$ cat src/rtl/e6_s4_pkg.sv
// Shared types for the e6_s4 flagged bit memory.
// A read word pairs the "ever written" flag with the stored bit.
package e6_s4_pkg;

  localparam int ADDR_W_DEF = 2;

  typedef struct packed {
    logic written;
    logic data;
  } word_t;

endpackage

$ cat src/rtl/e6_s4_cell.sv
// One storage bit plus its sticky written flag.
// Both clear only on reset.
module e6_s4_cell (
  input  logic clk,
  input  logic rst,
  input  logic we,
  input  logic d,
  output logic data,
  output logic written
);

  always_ff @(posedge clk or posedge rst) begin
    if (rst) begin
      data    <= 1'b0;
      written <= 1'b0;
    end else if (we) begin
      data    <= d;
      written <= 1'b1;
    end
  end

endmodule

$ cat src/rtl/e6_s4.sv
// Bit-wide scratch memory with a per-word written flag.
// The read is registered; during a write, Dout shows the value being written.
module e6_s4
  import e6_s4_pkg::*;
#(
  parameter int ADDR_W = ADDR_W_DEF
) (
  input  logic              clk,
  input  logic              rst,
  input  logic [ADDR_W-1:0] address,
  input  logic              Din,
  input  logic              WR,
  output logic [1:0]        Dout
);

  localparam int DEPTH = 1 << ADDR_W;

  logic [DEPTH-1:0] data_vec;
  logic [DEPTH-1:0] written_vec;
  word_t            rd_word;

  for (genvar i = 0; i < DEPTH; i++) begin : g_cell
    e6_s4_cell u_cell (
      .clk     (clk),
      .rst     (rst),
      .we      (WR && (address == ADDR_W'(i))),
      .d       (Din),
      .data    (data_vec[i]),
      .written (written_vec[i])
    );
  end

  always_comb begin
    rd_word = '0;
    if (WR) begin
      rd_word.written = 1'b1;
      rd_word.data    = Din;
    end else begin
      rd_word.written = written_vec[address];
      rd_word.data    = data_vec[address];
    end
  end

  always_ff @(posedge clk or posedge rst) begin
    if (rst) Dout <= 2'b00;
    else     Dout <= rd_word;
  end

endmodule

$ cat config.mk
export PLATFORM = sky130hd
export DESIGN_NAME = e6_s4
export DESIGN_NICKNAME = d
export VERILOG_FILES = /design/src/rtl/e6_s4_pkg.sv /design/src/rtl/e6_s4_cell.sv /design/src/rtl/e6_s4.sv
export SDC_FILE = /design/constraint.sdc
export NUM_CORES = 1
export LEC_CHECK = 0
export ABC_CLOCK_PERIOD_IN_PS = 1300
export CORE_MARGIN = 8
export CORE_UTILIZATION = 30
export DETAILED_ROUTE_END_ITERATION = 8
export SLEW_MARGIN = 20
export SYNTH_ARGS = -nofsm -noshare
export SYNTH_HDL_FRONTEND = slang
export SYNTH_SLANG_ARGS = --single-unit
$ cat constraint.sdc
create_clock -name clk -period 1.3 [get_ports clk]
set_input_delay 0.13 -clock clk [delete_from_list [all_inputs] [get_ports clk]]
set_output_delay 0.13 -clock clk [all_outputs]
set_load 0.1 [all_outputs]
**After elaboration in Yosys (flattened, before gate mapping)**

Cells that the tools add are included.

- Output and inout bits: 2
- Register bits: 10
- Logic and storage cells: 23

- Muxes and demuxes: 5
- Equal/unequal tests: 3
- Reductions and logical operators: 5
- $lt $le $gt $ge: 1

Operator list:

| cell | count |
|---|---|
| binary-select mux 1 bit (select 2 bit) | 2 |
| == test 2 bit (second input constant) | 2 |
| logical AND 1 bit | 4 |
| < comparator 2 x 3 -> 1 bit (second input constant) | 1 |
| == test 2 x 1 -> 1 bit (second input constant) | 1 |
| logical NOT 2 bit | 1 |
| 2-to-1 mux 1 bit | 2 |
| 2-to-1 mux 2 bit | 1 |

**Depth between registers and ports, before layout**

Gate-level depths: netlist (run 1).

- Depth after elaboration: 3
- Gate-level depth with buffers: 4
- Mapped depth without buffers: 3

**Cells and area by module**

From an unflattened synthesis (run 1), not the netlist that was laid out.

- Cell total of the unflattened synthesis: 37
- Area total of the unflattened synthesis: 456.7 um^2

By module, submodules not included:

| module | cells each | area an instance (um^2) | sequential area each (um^2) | times used |
|---|---|---|---|---|
| e6_s4_cell | 5 | 75.1 | 50.0 | 4 |
| e6_s4 | 17 | 156.4 | 50.0 | 1 |

**Worst setup path before layout (run 1)**

OpenSTA, ideal clock, no wires.

- Path type: flip-flop to flip-flop
- Start point: register g_cell[3].u_cell.written
- End point: register Dout[1]
- Required time: 1.176 ns
- Path buffers: 0
- Arrival time: 0.985 ns
- Cell stages (with the launch flop): 3
- Clock period less this slack: 1.109 ns
- Slack: 0.191 ns
- Cells stage by stage: dfrtp_1 mux4_2 or2_1

RTL lines:

| item | RTL line | RTL |
|---|---|---|
| from (decl) | e6_s4_cell.sv:9 | `output logic written` |
| from (signal assigned) | e6_s4_cell.sv:15 | `written <= 1'b0;` |
| from (signal assigned) | e6_s4_cell.sv:18 | `written <= 1'b1;` |
| to (signal assigned) | e6_s4.sv:46 | `else Dout <= rd_word;` |
| to (decl) | e6_s4.sv:13 | `output logic [1:0] Dout` |

==> summary.md, run 1 <==
| Metric | Value |
|---|---|
| Total Routing Usage GR | 0.07283 |
| H-tree depth | 1 |
| Net count after synthesis | 39 |
| Die Y | 53.60 um |
| GRT overflow | 0 |
| CP arrival | 1.36 ns |
| Worst setup SP type | input port |
| # setup viols final | 0 |
| Main combinational cell family by area after synthesis | multiplexers |
| Vias post-DR | 287 |
| Busiest grt layer | met2 |
| Initial antenna violation count | 0 |
| DRT Wirelength | 830 um |
| Worst setup EP type | flip-flop |
| Max-slew violation count | 0 |
| GPL Wtd Cong | 0.8193 |
| Detailed-router iteration count before antenna repair | 2 |
| NumNets Final | 56 |
| First-pass GRT wire length | 1407 um |
| Clock buffer count from CTS | 3 |
| Core footprint | 1318 um2 |
| Yosys Warn Count | 0 |
| Worst Setup SP | address[1] |
| Hold-fix buffers at CTS | 0 |
| GR Util met2 | 0.09570 |
| Place WS | -0.1816 ns |
| Mean post-synth cell area | 12.85 um2 |
| Critical path data required time | 1.46 ns |
| Ant diodes | 0 |
| Crit path capture | Dout[1] |
| CTS Root Cell | clkbuf_4 |
| Met1 Track Usage GR | 0.08738 |
| Site Rows | 13 |
| Skew-Pair Late Insertion Delay | 0.27 ns |
| PnR worst setup slack | 0.09612 ns |
| Post-cts sizing count | 0 |
| Synthesis-to-finish area growth | 43.66% |
| Max Clock Freq | 0.8307 GHz |
| HPWL Detailed | 651.4 um |
| Layout cells sized above 1 | 0.3878 |
| Reg2Reg Depth | 3 |
| Post-synthesis xor/xnor area fraction | 0 |
| Final Cycle Share | 0.9261 |
| Total design power | 773.8 uW |
| CP delay by family, top | buffers and inverters |
| Max Cap Viol | 0 |
| Crit-path cells | clkdlybuf4s50_1 > mux4_2 > or2_1 |
| Mapped Cells | 33 |
| Worst Hold Class | input port to asynchronous set/reset pin |
| Clock-pin slew on the worst setup and hold paths | 0.06 ns |
| Worst reg2reg setup slack | 0.14 ns |
| Crit path buf inv count | 1 |
| Synth Register Bits | 10 |
| Simple-gate area share of the yosys netlist | 0.1563 |
| Mux contribution to synthesized area | 0.1829 |
| Crit Path Class | input port to flip-flop |
| Worst slew pin tran | 0.3818 ns |
| Synth Area in Adders | 0 |
| Final Critical Period | 1.204 ns |
| Unrepaired setup endpoints after global routing | no |
| Met3 Use GR | 0.04959 |
| Sequential area share after synthesis | 0.5900 |
| Final design utilization | 0.4625 |
| Synth Area in Compound Gates | 0.04130 |
| Slowest cell on crit path | clkdlybuf4s50_1 |
| Most frequent cells in the layout | dfrtp_1, buf_4, clkdlybuf4s50_1 |
| Sink Count | 10 |
| Routed vias/inst | 4.484 |
| Reg2reg start | g_cell[0].u_cell.data |
| Bufs on Longest Clock Path | 2 |
| Synthesized area | 424.2 um2 |
| DIE AREA | 2873 um2 |
| Port bufs | 7 |
| Crit Path Max Fanout | 3 |
| Clk_skew | 0.001629 ns |
| Critical Path Stages | 3 |
| Power Dens Cells | 1270 nW/um2 |
| Slew HR | 0.7389 |
| Final hold violations | 0 |
| Setup Fix Bufs, Post-CTS | 0 |
| 1st-iter DRT viols | 2 |
| Antenna Nets Post-Route | 0 |
| Most common library cell in the layout ignoring fill and taps | dfrtp_1 |
| DRC violation count after routing | 0 |
| CTS tree | built |
| RR Endpoint | Dout[0] |
| Chip Width | 53.60 um |
| Number of global-route vias before repair | 295 |
| Library cells used by synthesis | 17 |
| Outcome | finished, final reports clean |
| Total Neg Setup Slack | 0 ns |
| I/O pins | 8 |
| Largest net degree at the start of global routing | 11 |
| Per-cell routed wire length | 12.97 um |
| Worst VDD drop | 0.0007279 V |
| Starting density of the core | 0.3219 |
| Largest stage delay, worst path | 0.53 ns |
| Leak Pwr | 0.0002474 uW |
[worst min-delay path by stage]
stage | start | endpoint | slack (ns) | cells past startpoint
3_5_place_dp | rst | Dout[1] | 0.43 | 2
5_1_grt | rst | g_cell[2].u_cell.written | 0.19 | 2
3_3_place_gp | rst | g_cell[2].u_cell.written | 0.42 | 2
6_report | rst | g_cell[2].u_cell.written | 0.14 | 2
2_1_floorplan | rst | Dout[0] | -0.03 | 1
4_1_cts | rst | g_cell[3].u_cell.written | 0.15 | 2
[synthesized netlist by cell type, drive strengths merged]
cell type / number / share of area
nor2: 2 / 0.018
a311oi: 1 / 0.021
inv: 2 / 0.018
buf: 1 / 0.012
nand3: 1 / 0.012
nor3: 1 / 0.012
nand3b: 1 / 0.018
mux2: 4 / 0.11
nor2b: 1 / 0.015
mux4: 1 / 0.053
dfrtp: 10 / 0.59
a2111oi: 1 / 0.021
or2: 3 / 0.044
mux2i: 1 / 0.024
nand2b: 2 / 0.029
nand2: 1 / 0.0088
[state kept, by name, summed over array words and instances (netlist names)]
register	cells
g_cell.u_cell.data	4
Dout	2
g_cell.u_cell.written	4
[per-stage QoR]
stage | hold slack [ns] | instance area, um2 | cells
floorplan | -0.02982 | 424.2 | 33
global placement | 0.4175 | 573.1 | 60
CTS | 0.1473 | 609.3 | 64
finish | 0.1430 | 609.3 | 64
global route | 0.1891 | 609.3 | 64
detailed placement | 0.4337 | 573.1 | 60
[cells by family (layout without fill, tap and decap cells)]
group | count (synthesis) | count (layout)
AOI/OAI and AO/OA | 2 | 2
buffers and inverters | 3 | 19
DFF | 10 | 10
muxes | 6 | 6
and+or+nand+nor | 12 | 12
[layout make-up]
type,instances,area [um2]
fillers,115,708.2
well taps,15,18.77
flip-flops and latches,10,250.2
repair buffers,13,135.1
inverters,2,7.507
multi-input cells,20,161.4
clock buffers,4,36.28
[power by group]
part / leakage, uW / total, uW / switching [uW] / internal [uW]
registers: 0.000103 / 355 / 16.1 / 339
clock network: 0.0000210 / 278 / 108 / 170
logic: 0.000124 / 140 / 69.7 / 70.7
[worst reg2reg max path, delay by kind of cell, from the launching register on]
kind             cells  cell delay (ns)
AO/OA/AOI/OAI        2             0.51
AND/OR/NAND/NOR      1             0.13
flip-flops           1             0.38
[metal layers]
layer,routed length (um),share of wire
met1,381,0.46
met2,365,0.44
met3,84,0.10
met4,0,0
met5,0,0
Note: power is estimated with default switching activity, not from simulation.
==> run 2: changes to the inputs <==
CAP_MARGIN = 10   (was unset)
==> results of run 2 <==
The final DEF is identical to that of run 1; final timing and power are the same.
